## config.mk

```make
export PLATFORM = sky130hd
export DESIGN_NAME = pe_noc_endpoint
export DESIGN_NICKNAME = d
export VERILOG_FILES = /design/src/rtl/pe_noc_endpoint_pkg.sv /design/src/rtl/pe_tx_fifo.sv /design/src/rtl/pe_noc_endpoint.sv
export SDC_FILE = /design/constraint.sdc
export NUM_CORES = 1
export LEC_CHECK = 0
export CAP_MARGIN = 20
export CORE_MARGIN = 2
export CORE_UTILIZATION = 35
export CTS_CLUSTER_DIAMETER = 100
export CTS_CLUSTER_SIZE = 8
export DETAILED_ROUTE_END_ITERATION = 10
export GPL_TIMING_DRIVEN = 0
export PLACE_DENSITY_LB_ADDON = 0.05
export SYNTH_ARGS = -nofsm -noshare
export SYNTH_HDL_FRONTEND = slang
export SYNTH_HIERARCHICAL = 1
export SYNTH_SLANG_ARGS = --single-unit
```

## constraint.sdc

```tcl
create_clock -name clk -period 3.7 [get_ports clk]
set_clock_uncertainty 0.2 [all_clocks]
set_input_delay 0.74 -clock clk [delete_from_list [all_inputs] [get_ports clk]]
set_output_delay 0.74 -clock clk [all_outputs]
set_load 0.02 [all_outputs]
```

## src/rtl/pe_noc_endpoint_pkg.sv

```systemverilog
// Shared flit layout, type codes and tx-queue entry format for the PE NoC endpoint.
package pe_noc_endpoint_pkg;

  localparam int FLIT_W     = 64;
  localparam int WEIGHTS_W  = 40;
  localparam int IFM_W      = 25;
  localparam int PAYLOAD_W  = 10;
  localparam logic [PAYLOAD_W-1:0] DONE_PAYLOAD = 10'h1FF;

  typedef enum logic [1:0] {
    FT_IFMAP  = 2'b00,
    FT_KERNEL = 2'b01,
    FT_RSVD   = 2'b10,
    FT_OUTPUT = 2'b11
  } flit_type_e;

  // Field order fixes the bit positions: src [63:60], dst [59:56], type [55:54].
  typedef struct packed {
    logic [3:0]  src;
    logic [3:0]  dst;
    flit_type_e  ftype;
    logic [53:0] body;
  } flit_t;

  typedef struct packed {
    logic       is_done;
    logic [4:0] row;
    logic [4:0] col;
  } tx_entry_t;

  localparam int TX_ENTRY_W = $bits(tx_entry_t);

  function automatic logic [PAYLOAD_W-1:0] tx_payload(input tx_entry_t e);
    return e.is_done ? DONE_PAYLOAD : {e.row, e.col};
  endfunction

endpackage

```

## src/rtl/pe_tx_fifo.sv

```systemverilog
// Outbound spike/done queue: first-word-fall-through FIFO with full/empty flags.
module pe_tx_fifo #(
  parameter int WIDTH = 11,
  parameter int DEPTH = 4
) (
  input  logic             clk,
  input  logic             rst_n,
  input  logic             push,
  input  logic [WIDTH-1:0] din,
  input  logic             pop,
  output logic [WIDTH-1:0] dout,
  output logic             full,
  output logic             empty
);

  localparam int AW = (DEPTH > 1) ? $clog2(DEPTH) : 1;

  logic [AW:0]      wr_ptr_q, wr_ptr_d;
  logic [AW:0]      rd_ptr_q, rd_ptr_d;
  logic [WIDTH-1:0] mem_q [DEPTH];
  logic             do_push, do_pop;

  assign empty = (wr_ptr_q == rd_ptr_q);
  assign full  = (wr_ptr_q[AW] != rd_ptr_q[AW]) && (wr_ptr_q[AW-1:0] == rd_ptr_q[AW-1:0]);
  assign dout  = mem_q[rd_ptr_q[AW-1:0]];

  always_comb begin
    do_push  = push && (!full || pop);
    do_pop   = pop && !empty;
    wr_ptr_d = wr_ptr_q + {{AW{1'b0}}, do_push};
    rd_ptr_d = rd_ptr_q + {{AW{1'b0}}, do_pop};
  end

  always_ff @(posedge clk or negedge rst_n) begin
    if (!rst_n) begin
      wr_ptr_q <= '0;
      rd_ptr_q <= '0;
    end else begin
      wr_ptr_q <= wr_ptr_d;
      rd_ptr_q <= rd_ptr_d;
    end
  end

  // NOTE: storage has no reset; the pointers alone define which entries are valid.
  always_ff @(posedge clk) begin
    if (do_push) mem_q[wr_ptr_q[AW-1:0]] <= din;
  end

endmodule

```

## src/rtl/pe_noc_endpoint.sv

```systemverilog
// PE NoC endpoint: rx demux of kernel/ifmap flits, tx queue of spike/done events.
// Optional PE_EP_DROP_CNT_EN adds a saturating 16-bit count of discarded flits.
module pe_noc_endpoint
  import pe_noc_endpoint_pkg::*;
#(
  parameter logic [3:0] MY_ADDR   = 4'b0000,
  parameter logic [3:0] MEM_ADDR  = 4'b0000,
  parameter int         TXQ_DEPTH = 4
) (
  input  logic                 clk,
  input  logic                 rst_n,
  input  logic [FLIT_W-1:0]    in_flit,
  input  logic                 in_valid,
  output logic                 in_ready,
  output logic [FLIT_W-1:0]    out_flit,
  output logic                 out_valid,
  input  logic                 out_ready,
  output logic [WEIGHTS_W-1:0] weights,
  output logic                 weights_loaded,
  output logic [IFM_W-1:0]     ifm_row,
  output logic                 ifm_valid,
  input  logic                 ifm_ready,
  input  logic [4:0]           spk_row,
  input  logic [4:0]           spk_col,
  input  logic                 spk_valid,
  output logic                 spk_ready,
  input  logic                 done_valid,
  output logic                 done_ready
`ifdef PE_EP_DROP_CNT_EN
  ,output logic [15:0]         drop_cnt
`endif
);

  flit_t                 in_f, out_f;
  logic                  for_me, ifm_hit, accept, drop;
  logic [WEIGHTS_W-1:0]  weights_q, weights_d;
  logic                  weights_loaded_q, weights_loaded_d;
  logic [IFM_W-1:0]      ifm_row_q, ifm_row_d;
  logic                  ifm_valid_q, ifm_valid_d;
  logic                  unused_in_bits;

  assign in_f           = in_flit;
  assign unused_in_bits = ^{in_f.src, in_f.body[53:WEIGHTS_W]};

  // ---------------- rx path ----------------
  // NOTE: every always_comb output gets a default first so no latch is inferred;
  // combinational blocks use blocking '=', clocked blocks use non-blocking '<='.
  always_comb begin
    for_me   = (in_f.dst == MY_ADDR);
    ifm_hit  = for_me && (in_f.ftype == FT_IFMAP);
    in_ready = !(ifm_hit && ifm_valid_q);
    accept   = in_valid && in_ready;
    drop     = accept && (!for_me || in_f.ftype[1]);

    weights_d        = weights_q;
    weights_loaded_d = weights_loaded_q;
    ifm_row_d        = ifm_row_q;
    ifm_valid_d      = ifm_valid_q;

    if (accept && for_me && (in_f.ftype == FT_KERNEL)) begin
      weights_d        = in_f.body[WEIGHTS_W-1:0];
      weights_loaded_d = 1'b1;
    end
    if (ifm_valid_q && ifm_ready) ifm_valid_d = 1'b0;
    // A new row can only be accepted once the previous one has been handed off.
    if (accept && ifm_hit) begin
      ifm_row_d   = in_f.body[IFM_W-1:0];
      ifm_valid_d = 1'b1;
    end
  end

  always_ff @(posedge clk or negedge rst_n) begin
    if (!rst_n) begin
      weights_q        <= '0;
      weights_loaded_q <= 1'b0;
      ifm_row_q        <= '0;
      ifm_valid_q      <= 1'b0;
    end else begin
      weights_q        <= weights_d;
      weights_loaded_q <= weights_loaded_d;
      ifm_row_q        <= ifm_row_d;
      ifm_valid_q      <= ifm_valid_d;
    end
  end

  assign weights        = weights_q;
  assign weights_loaded = weights_loaded_q;
  assign ifm_row        = ifm_row_q;
  assign ifm_valid      = ifm_valid_q;

`ifdef PE_EP_DROP_CNT_EN
  logic [15:0] drop_cnt_q, drop_cnt_d;

  always_comb begin
    drop_cnt_d = drop_cnt_q;
    if (drop && (drop_cnt_q != 16'hFFFF)) drop_cnt_d = drop_cnt_q + 16'd1;
  end

  always_ff @(posedge clk or negedge rst_n) begin
    if (!rst_n) drop_cnt_q <= '0;
    else        drop_cnt_q <= drop_cnt_d;
  end

  assign drop_cnt = drop_cnt_q;
`else
  logic unused_drop;
  assign unused_drop = drop;
`endif

  // ---------------- tx path ----------------
  tx_entry_t tx_din, tx_head;
  logic      tx_push, tx_pop, tx_full, tx_empty;

  // Spikes win a same-cycle collision; the done marker simply waits a cycle.
  always_comb begin
    spk_ready  = !tx_full;
    done_ready = !tx_full && !spk_valid;
    tx_push    = (spk_valid && spk_ready) || (done_valid && done_ready);
    tx_din     = spk_valid ? tx_entry_t'{is_done: 1'b0, row: spk_row, col: spk_col}
                           : tx_entry_t'{is_done: 1'b1, row: 5'd0, col: 5'd0};
    tx_pop     = out_valid && out_ready;
  end

  pe_tx_fifo #(
    .WIDTH (TX_ENTRY_W),
    .DEPTH (TXQ_DEPTH)
  ) u_tx_fifo (
    .clk   (clk),
    .rst_n (rst_n),
    .push  (tx_push),
    .din   (tx_din),
    .pop   (tx_pop),
    .dout  (tx_head),
    .full  (tx_full),
    .empty (tx_empty)
  );

  always_comb begin
    out_f.src   = MY_ADDR;
    out_f.dst   = MEM_ADDR;
    out_f.ftype = FT_OUTPUT;
    out_f.body  = {44'b0, tx_payload(tx_head)};
  end

  assign out_valid = !tx_empty;
  assign out_flit  = out_f;

endmodule
```

==> impl_metrics.py <==
metrics = {
    "run_status": {
        "status": "finished clean",
    },
    "synthesis": {
        "syn_avg_cell_area_um2": 16.2,
        "synth.ff_latch_count": 117,
        "synth_top_cell_by_area": "dfrtp_1",
        "yosysUniqueCellTypes": 32,
        "syn_inst": 315,
        "synth_area_leaders": "dfrtp_1 36%, edfxtp_1 26%, mux2_2 13%",
        "yosys_warnings": 6,
        "ys_seq_area_share_pct": 61.7,
        "synth_top_area_share_pct": 35.8,
        "netlist_area_um2": 5100,
    },
    "routing": {
        "first_pass_iters": 4,
        "drc": 0,
        "drtIter0Drc": 60,
        "viasPerCell": 4.25,
        "routed_wl_um": 11000,
        "ant_nets": 0,
        "wire_per_inst_um": 15.0,
        "vias": 3108,
    },
    "finish": {
        "antenna_cells": 0,
        "drive_gt1_share_pct": 35.2,
        "finalNetCount": 620,
        "mostFrequentLayoutCells": "142 x clkdlybuf4s50_1, 72 x dfrtp_1, 59 x mux2_2",
        "stdcell_count": 732,
        "area_growth_pct": 51.0,
        "postLayoutCoreUtil_pct": 53.6,
        "final_common_cell": "clkdlybuf4s50_1",
    },
    "cts": {
        "cts_tree": "yes",
        "clkTransAtPathRegs_ns": 0.05,
        "clock-sinks": 117,
        "clock_latency_ns": 0.41,
        "numCtsBuffers": 17,
        "cts-root-buf": "clkbuf_16",
        "clockBufferDepth": 2,
        "cts_setup_buffers": 0,
        "h-tree-depth": 4,
    },
    "critical_path": {
        "timing.rr.start": "u_tx_fifo/wr_ptr_q[1]",
        "critPathArrivalTime_ns": 2.60,
        "critPathLaunchType": "register",
        "required_ns": 2.76,
        "cp_max_fo": 11,
        "crit_start": "u_tx_fifo/rd_ptr_q[0]",
        "critPathSlowestCell": "mux4_1",
        "cp-end-kind": "primary output",
        "crit_buf_inv": 2,
        "crit_family": "buffers and inverters",
        "max_stage_delay_ns": 0.67,
        "path_cells": "buf_6, mux4_1, or2_2, clkdlybuf4s50_1",
        "worstSetupPathType": "reg -> out",
    },
    "floorplan": {
        "ios": 216,
        "core-area_um2": 14400,
        "rows": 44,
        "die_w_um": 125,
        "dieArea_um2": 15600,
        "die_height_um": 125,
        "initial_core_util_pct": 35.5,
    },
    "global_route": {
        "met2_usage_pct": 24.4,
        "grt_start_max_net_pins": 70,
        "use_met1_pct": 15.4,
        "top_usage_layer": "met2",
        "overflow": 0,
        "antenna_found_initial": 0,
        "grt.total_usage_pct": 14.5,
        "grt_pass1_vias": 3285,
        "met3_usage_pct": 6.92,
        "grt_pass1_wl_um": 17200,
    },
    "place": {
        "gp_congestion": 0.646,
        "port_buffers": 143,
        "placed_cells_incl_taps": 697,
        "hpwl_um": 7650,
    },
    "timing": {
        "tightest_slew_ns": 1.07,
        "hold_ws_ns": 0.264,
        "drv_slew": 0,
        "relSlewSlack_pct": 28.2,
        "fin_crit_ns": 3.54,
        "setup_viol": 0,
        "period_share_pct": 95.6,
        "fmax_ghz": 0.283,
        "rsz0062_at_grt": "no",
        "hold_violations": 0,
    },
    "pwr": {
        "ir_drop_v": 0.000255,
        "power_density_nw_per_um2": 685,
        "leakage_nw": 3.44,
    },
    "min_path": {
        "hold_start": "weights_loaded",
        "hp-class": "reg -> reg",
    },
    "run": {
        "cap_violations": 0,
    },
}
==> layout make-up <==
| cell class | count | area (um2) |
|---|---|---|
| clock buffers | 25 | 549 |
| fillers | 1236 | 6670 |
| multi-input cells | 182 | 1650 |
| inverters | 5 | 18.8 |
| clock inverters | 7 | 85.1 |
| flip-flops and latches | 117 | 3150 |
| repair buffers | 148 | 1500 |
| well taps | 184 | 230 |
| plain buffers | 64 | 522 |
==> worst register-to-register path, delay by kind of cell (launching register included) <==
kind | cells | cell delay (ns)
AND/OR/NAND/NOR | 4 | 1.38
flip-flops | 1 | 0.48
XOR/XNOR | 1 | 0.26
AO/OA/AOI/OAI | 1 | 0.16
==> routing by layer <==
metal  vias up  wire [um]
met5         -          0
met3        19        940
met1      1536       4250
met4         0        201
met2       104       5580
li1       1449          -
==> logic make-up (layout without fill, tap and decap cells) <==
kind of cell,Yosys count,count (layout),share of synthesized area (%)
simple gates,39,39,5.03
other cells,2,54,0.147
compound gates,3,3,0.834
fa+ha+maj,4,4,0.981
xor+xnor,5,5,1.15
mux,76,77,19.6
buf+inv,69,249,10.5
flops,117,117,61.7
==> where the power goes <==
group          internal (W)  total [W]  switching, W
clock               0.00116    0.00171      0.000554
combinational      0.000878    0.00173      0.000851
sequential          0.00169    0.00184      0.000147
total               0.00373    0.00528       0.00155
==> cell usage after synthesis (all sizes together) <==
cell	number
and4b	1
ha	4
clkbuf	1
edfxtp	44
buf	63
conb	2
or2b	1
or2	9
nand2	1
xor2	4
inv	5
nor3	3
o41ai	1
a21boi	1
a21o	1
dfrtp	73
nand4	1
nor2	6
mux2	65
nor2b	3
nor3b	2
and2	11
xnor2	1
nand4b	1
mux4	11
==> state kept, by name (all words and copies together), names as in the netlist <==
name and flops:
ifm_row 25, u_tx_fifo/mem_q 44, u_tx_fifo/rd_ptr_q 3, ifm_valid 1, weights 40, u_tx_fifo/wr_ptr_q 3, weights_loaded 1
==> path summary, 6_finish.rpt <==
kind	end	slack, ns	depth (start not counted)
min in group asynchronous	u_tx_fifo/rd_ptr_q[2]	0.48	2
worst max register to register	u_tx_fifo/mem_q[2][9]	0.83	6
worst min register to register	weights_loaded	0.26	1
worst max-delay path	out_flit[1]	0.16	4
max in group asynchronous	ifm_row[9]	2.27	3
worst min-delay path	weights_loaded	0.26	1
==> per-stage QoR <==
| stage | setup slack (ns) | power [W] | instance area (um2) | setup TNS, ns |
|---|---|---|---|---|
| after floorplan | 0.902 | 0.00283 | 5300 | 0 |
| after global placement | -0.963 | 0.00351 | 6960 | -82.96 |
| after detailed placement | -0.00230 | 0.00357 | 7020 | -0.0159 |
| after CTS | 0.0207 | 0.00531 | 7660 | 0 |
| after global routing | 0.0463 | 0.00554 | 7700 | 0 |
| final | 0.164 | 0.00528 | 7700 | 0 |
==> what timing repair did <==
item                                    in CTS  in global routing
endpoints found under the setup margin       4                  9
endpoints found under the hold margin        4                  0
pin swaps                                    0                  0
cloned                                       0                  1
hold buffers                                 1                  0
gates resized for setup                      1                  1
No activity file was read; power rests on OpenSTA's default activity.
